<file path="src/rtl/dff_reg_arbiter_if.sv">
`default_nettype none
// ============================================================================
//  Module   : dff_reg_arbiter_if
//  Brief    : Requester/register bus shared by the arbiter and its clients.
//  Revision : 1.0
// ============================================================================
interface dff_reg_arbiter_if #(
    parameter int WIDTH = 8
);
    logic [3:0]         req;
    logic [3:0]         lock;
    logic [4*WIDTH-1:0] data_in;
    logic [3:0]         gnt;
    logic [3:0]         ack;
    logic [WIDTH-1:0]   Q;
    logic [1:0]         owner;
    logic               busy;

    modport master (
        output req, lock, data_in,
        input  gnt, ack, Q, owner, busy
    );

    modport slave (
        input  req, lock, data_in,
        output gnt, ack, Q, owner, busy
    );
endinterface
`default_nettype wire

</file>
<file path="src/rtl/dff_reg_arbiter.sv">
`default_nettype none
// ============================================================================
//  Module   : dff_reg_arbiter
//  Brief    : Four-way round-robin arbiter owning a shared WIDTH-bit register,
//             with lockable tenures bounded to MAX_HOLD writes.
//  Revision : 1.0
// ============================================================================
module dff_reg_arbiter #(
    parameter int WIDTH    = 8,
    parameter int MAX_HOLD = 4
) (
    input  logic              clk,
    input  logic              sync_rst,
    dff_reg_arbiter_if.slave  bus
);

    typedef enum logic [0:0] {
        ST_IDLE  = 1'b0,
        ST_OWNED = 1'b1
    } state_t;

    localparam logic [3:0] C_MAX_HOLD = 4'(MAX_HOLD);

    state_t           r_state_q,    w_state_d;
    logic [3:0]       r_gnt_q,      w_gnt_d;
    logic [3:0]       r_ack_q,      w_ack_d;
    logic [WIDTH-1:0] r_q_q,        w_q_d;
    logic [1:0]       r_owner_q,    w_owner_d;
    logic [1:0]       r_ptr_q,      w_ptr_d;
    logic [3:0]       r_hold_cnt_q, w_hold_cnt_d;

    logic [1:0]       w_idx;
    logic [1:0]       w_win;
    logic             w_found;
    logic             w_continue;

    // Search starts at ptr, which sits one past the last winner, so a
    // releasing owner is considered last and only re-wins when alone.
    always_comb begin
        w_win   = r_ptr_q;
        w_found = 1'b0;
        w_idx   = r_ptr_q;
        for (int k = 0; k < 4; k++) begin
            w_idx = r_ptr_q + 2'(k);
            if (!w_found && bus.req[w_idx]) begin
                w_win   = w_idx;
                w_found = 1'b1;
            end
        end
    end

    assign w_continue = (r_state_q == ST_OWNED)
                     && bus.req[r_owner_q]
                     && bus.lock[r_owner_q]
                     && (r_hold_cnt_q < C_MAX_HOLD);

    always_comb begin
        w_state_d    = r_state_q;
        w_gnt_d      = r_gnt_q;
        w_ack_d      = '0;
        w_q_d        = r_q_q;
        w_owner_d    = r_owner_q;
        w_ptr_d      = r_ptr_q;
        w_hold_cnt_d = r_hold_cnt_q;

        if (w_continue) begin
            w_q_d        = bus.data_in[r_owner_q*WIDTH +: WIDTH];
            w_ack_d      = 4'b0001 << r_owner_q;
            w_hold_cnt_d = r_hold_cnt_q + 4'd1;
        end else if (w_found) begin
            // Covers both a fresh grant from IDLE and a back-to-back handover.
            w_state_d    = ST_OWNED;
            w_gnt_d      = 4'b0001 << w_win;
            w_ack_d      = 4'b0001 << w_win;
            w_q_d        = bus.data_in[w_win*WIDTH +: WIDTH];
            w_owner_d    = w_win;
            w_ptr_d      = w_win + 2'd1;
            w_hold_cnt_d = 4'd1;
        end else begin
            w_state_d = ST_IDLE;
            w_gnt_d   = '0;
        end
    end

    always_ff @(posedge clk) begin
        if (sync_rst) begin
            r_state_q    <= ST_IDLE;
            r_gnt_q      <= '0;
            r_ack_q      <= '0;
            r_q_q        <= '0;
            r_owner_q    <= '0;
            r_ptr_q      <= '0;
            r_hold_cnt_q <= '0;
        end else begin
            r_state_q    <= w_state_d;
            r_gnt_q      <= w_gnt_d;
            r_ack_q      <= w_ack_d;
            r_q_q        <= w_q_d;
            r_owner_q    <= w_owner_d;
            r_ptr_q      <= w_ptr_d;
            r_hold_cnt_q <= w_hold_cnt_d;
        end
    end

    assign bus.gnt   = r_gnt_q;
    assign bus.ack   = r_ack_q;
    assign bus.Q     = r_q_q;
    assign bus.owner = r_owner_q;
    assign bus.busy  = (r_state_q == ST_OWNED);

endmodule
`default_nettype wire

</file>
<file path="src/flat_wrapper.sv">
// flat-port wrapper written by rule: the top's interface ports become plain ports
module dff_reg_arbiter_flat 
#(
    parameter int WIDTH    = 8,
    parameter int MAX_HOLD = 4
)
  (clk, sync_rst, bus_req, bus_lock, bus_data_in, bus_gnt, bus_ack, bus_Q, bus_owner, bus_busy);
  dff_reg_arbiter_if #(.WIDTH(WIDTH)) bus_i ();
  input  logic clk;
  input  logic sync_rst;
  input wire logic [$bits(bus_i.req)-1:0] bus_req;
  input wire logic [$bits(bus_i.lock)-1:0] bus_lock;
  input wire logic [$bits(bus_i.data_in)-1:0] bus_data_in;
  output wire logic [$bits(bus_i.gnt)-1:0] bus_gnt;
  output wire logic [$bits(bus_i.ack)-1:0] bus_ack;
  output wire logic [$bits(bus_i.Q)-1:0] bus_Q;
  output wire logic [$bits(bus_i.owner)-1:0] bus_owner;
  output wire logic [$bits(bus_i.busy)-1:0] bus_busy;
  assign bus_i.req = bus_req;
  assign bus_i.lock = bus_lock;
  assign bus_i.data_in = bus_data_in;
  assign bus_gnt = bus_i.gnt;
  assign bus_ack = bus_i.ack;
  assign bus_Q = bus_i.Q;
  assign bus_owner = bus_i.owner;
  assign bus_busy = bus_i.busy;
  dff_reg_arbiter #(.WIDTH(WIDTH), .MAX_HOLD(MAX_HOLD)) u_core (.clk(clk), .sync_rst(sync_rst), .bus(bus_i));
endmodule
</file>
<file path="config.mk">
export PLATFORM = sky130hd
export DESIGN_NAME = dff_reg_arbiter_flat
export DESIGN_NICKNAME = d
export VERILOG_FILES = /design/src/rtl/dff_reg_arbiter_if.sv /design/src/rtl/dff_reg_arbiter.sv /design/src/flat_wrapper.sv
export SDC_FILE = /design/constraint.sdc
export NUM_CORES = 1
export LEC_CHECK = 0
export BUFFER_PORTS_ARGS = -buffer_cell sky130_fd_sc_hd__buf_2
export CORE_UTILIZATION = 35
export CTS_CLUSTER_DIAMETER = 200
export DETAILED_ROUTE_END_ITERATION = 10
export GPL_TIMING_DRIVEN = 0
export PLACE_DENSITY = 0.67
export SETUP_SLACK_MARGIN = 0.1
export SYNTH_ARGS = -nofsm -noshare
export SYNTH_HDL_FRONTEND = slang
export SYNTH_SLANG_ARGS = --single-unit
</file>
<file path="constraint.sdc">
create_clock -name clk -period 2.55 [get_ports clk]
set_clock_uncertainty 0.15 [all_clocks]
set_input_delay 0.1275 -clock clk [delete_from_list [all_inputs] [get_ports clk]]
set_output_delay 0.1275 -clock clk [all_outputs]
set_load 0.01 [all_outputs]
</file>
==> key figures <==
Clocking
  • CTS root buf: clkbuf_8
  • Clock buffer depth: 2
  • Worst-Skew Late Latency: 0.27 ns
  • Worst-path clk slew: 0.09 ns
  • Number of buffers created by CTS: 3
  • CTS tree: yes
  • CTS Sinks: 25
  • H-tree depth: 1
  • # hold bufs at CTS: 0

Layout
  • Most frequent cells in the layout: buf_2 (62), a21oi_1 (27), dfxtp_1 (25)
  • Layout cells sized above 1: 36.11%
  • Fin area: 0.002049 sq mm
  • Commonest non-fill, non-tap cell in the layout: buf_2
  • Fin util: 46.43%
  • Synth-to-Final Area Change: 26.19%
  • Fin cells: 304
  • N_diodes: 0
  • Final nets: 300

Timing
  • Min setup slack post-route: 0.2854 ns
  • Minimum clock period: 2.265 ns
  • Final Hold Violating Endpoints: 2
  • Rel. slew slack: 56.95%
  • Final Setup Violations: 0
  • TNS Setup: 0 ns
  • Period utilization: 88.81%
  • Slew @ Worst Pin: 0.6404 ns
  • Unrepaired setup endpoints after global routing: no
  • FMAX: 441.6 MHz
  • Hold Slack: -0.006129 ns
  • Max Slew Vio Count: 0

Worst setup path
  • Highest-delay cell along the critical path: mux4_1
  • Kind of critical path: flop to flop
  • Worst endpoint data arrival time: 2.27 ns
  • CP Data Required Time: 2.55 ns
  • Crit Path Max Fanout: 9
  • Top delay family on crit path: multiplexers
  • Critical Path Max Stage Delay: 0.57 ns
  • CP Launch Point: u_core.bus.owner[0]$_SDFFE_PP0P_
  • Critical Path Start Type: flop
  • Worst-path cell chain: buf_6 > mux4_1 > nand4_2 > inv_1 > a21o_1 > nand2_1 > o211ai_1
  • Setup crit end kind: flop
  • Worst path bufs/invs: 2
  • Critical R2R Launch: u_core.bus.owner[0]$_SDFFE_PP0P_

Yosys
  • Synthesized net count: 234
  • Syn Inst Count: 187
  • Top_reg_cell synth: dfxtp_1
  • #FFs+latches synth: 25
  • Synth warn: 0
  • Yosys cell types: 40
  • Post-synth EDFFs: 0
  • Mapped Area: 0.001624 sq mm
  • Asr flop ratio synth: 0%
  • Syn Area/Cell: 8.685 sq um
  • Sequential element share of the synthesized area: 30.82%

Routing
  • DRT Pass-1 Iters: 5
  • Antenna Violating Nets Remaining: 0
  • Vias/cell: 5.145
  • Routed wire length per instance: 13.39 um
  • Initial DRC count: 120
  • Via count: 1564
  • Post-Route WL: 4071 um
  • DRC violations left: 0

Run status
  • Failing checks: negative hold slack
  • Status: finished, violations left

Global route
  • Largest net degree at the start of global routing: 15
  • Number of global-route vias before repair: 1510
  • Global Route Usage Sum: 16.48%
  • First-pass GRT wire length: 6672 um
  • Antenna violations before repair: 0
  • GR Overflow Total: 0

Power
  • Seq pwr share: 37.7%
  • Pleak: 0.9882 nW
  • Overall Power: 1.329 mW
  • Maximum VDD drop: 0.2377 mV
  • Sw Ratio: 36.45%
  • Combinational share of power: 43.9%
  • P per Cell Area: 648.5 mW/mm^2
  • Clk pwr share: 18.4%
  • Internal power: 844.6 uW
  • Total net switching power: 484.5 uW

Die
  • Die area: 0.004917 sq mm
  • Core area: 0.004414 sq mm
  • Die Y: 70.12 um
  • Io pins: 61
  • Die X-Extent: 70.12 um
  • Initial Util: 36.79%
  • Num rows: 24

Placement
  • I/O Buffers: 58
  • Placed insts: 297
  • RePlAce Congestion: 0.7603
  • Dpl ws: 0.1352 ns
  • Placed Area: 0.001979 sq mm
  • DP Wirelength: 3007 um

Min path
  • Hold crit path type: input port to flop
  • Hold wc startpoint: bus_data_in[30]

Flow run
  • Max cap viols: 0
-- worst min-delay path: cells and delay by family --
family	cells	cell delay (ns)
AO/OA/AOI/OAI	1	0.12
buffers and inverters	1	0.08
multiplexers	1	0.06
-- what timing repair did --
| action | in CTS | in global routing |
|---|---|---|
| resized for setup | 0 | 1 |
| endpoints found under the setup margin | 0 | 9 |
| setup buffers | 0 | 3 |
-- kinds of logic after synthesis --
group	after synthesis	share of synthesized area, %
simple gates	65	20.80
compound gates	53	23.50
flops	25	30.82
mux	21	14.64
buf+inv	18	6.394
fa+ha+maj	5	3.852
-- flip-flops by register name, summed over array words and instances, names as in the netlist --
signal	cells
u_core.bus.Q	8
u_core.bus.ack	4
u_core.bus.busy	1
u_core.bus.gnt	4
u_core.bus.owner	2
u_core.r_hold_cnt_q	4
u_core.r_ptr_q	2
-- area by class of cell --
cell class	instances	area, sq um
Inverter	4	15.01
Multi-Input combinational cell	144	1020
Clock buffer	3	41.29
Sequential cell	25	500.5
Timing Repair Buffer	61	312.8
Tap cell	52	65.06
Buffer	14	90.09
Clock inverter	1	5.005
Fill cell	461	2365
-- cells in the mapped netlist, drive strengths merged (2+ instances only) --
cell type / n / area share (%)
o31ai: 2 / 2.1
ha: 5 / 3.9
a21oi: 27 / 8.3
o21ai: 4 / 1.2
nand2b: 2 / 1.2
nand2: 19 / 4.5
buf: 8 / 4.1
nor2: 15 / 3.5
nand3: 16 / 4.9
o211ai: 9 / 4.8
a22oi: 4 / 1.8
mux2: 3 / 2.5
clkbuf: 6 / 1.4
inv: 4 / 0.92
nor3: 3 / 0.92
nor2b: 3 / 1.2
mux2i: 17 / 10
dfxtp: 25 / 31
nand4: 2 / 1.5
-- worst paths after layout --
kind                                    end  slack (ns)  cells past startpoint
max            u_core.bus.Q[3]$_SDFFE_PP0P_        0.29                      7
min            u_core.bus.Q[6]$_SDFFE_PP0P_      -0.006                      3
max reg2reg    u_core.bus.Q[3]$_SDFFE_PP0P_        0.29                      7
min reg2reg  u_core.bus.gnt[3]$_SDFFE_PP0N_        0.31                      2
-- layer usage --
metal | GRT usage (%) | vias up | share of wire, %
met5 | 0 | - | 0
met4 | 4.889 | 0 | 1.3
met3 | 2.742 | 4 | 4.4
met2 | 27.88 | 40 | 46
met1 | 21.40 | 708 | 48
li1 | - | 812 | -
-- power by group through the flow --
stage	clock (mW)	combinational [mW]	sequential (mW)
finish	0.244	0.584	0.501
global placement	0	0.558	0.508
CTS	0.245	0.565	0.501
floorplan	0	0.370	0.536
global route	0.261	0.635	0.510
detailed placement	0	0.562	0.509
Power figures use the tool's default switching activity.
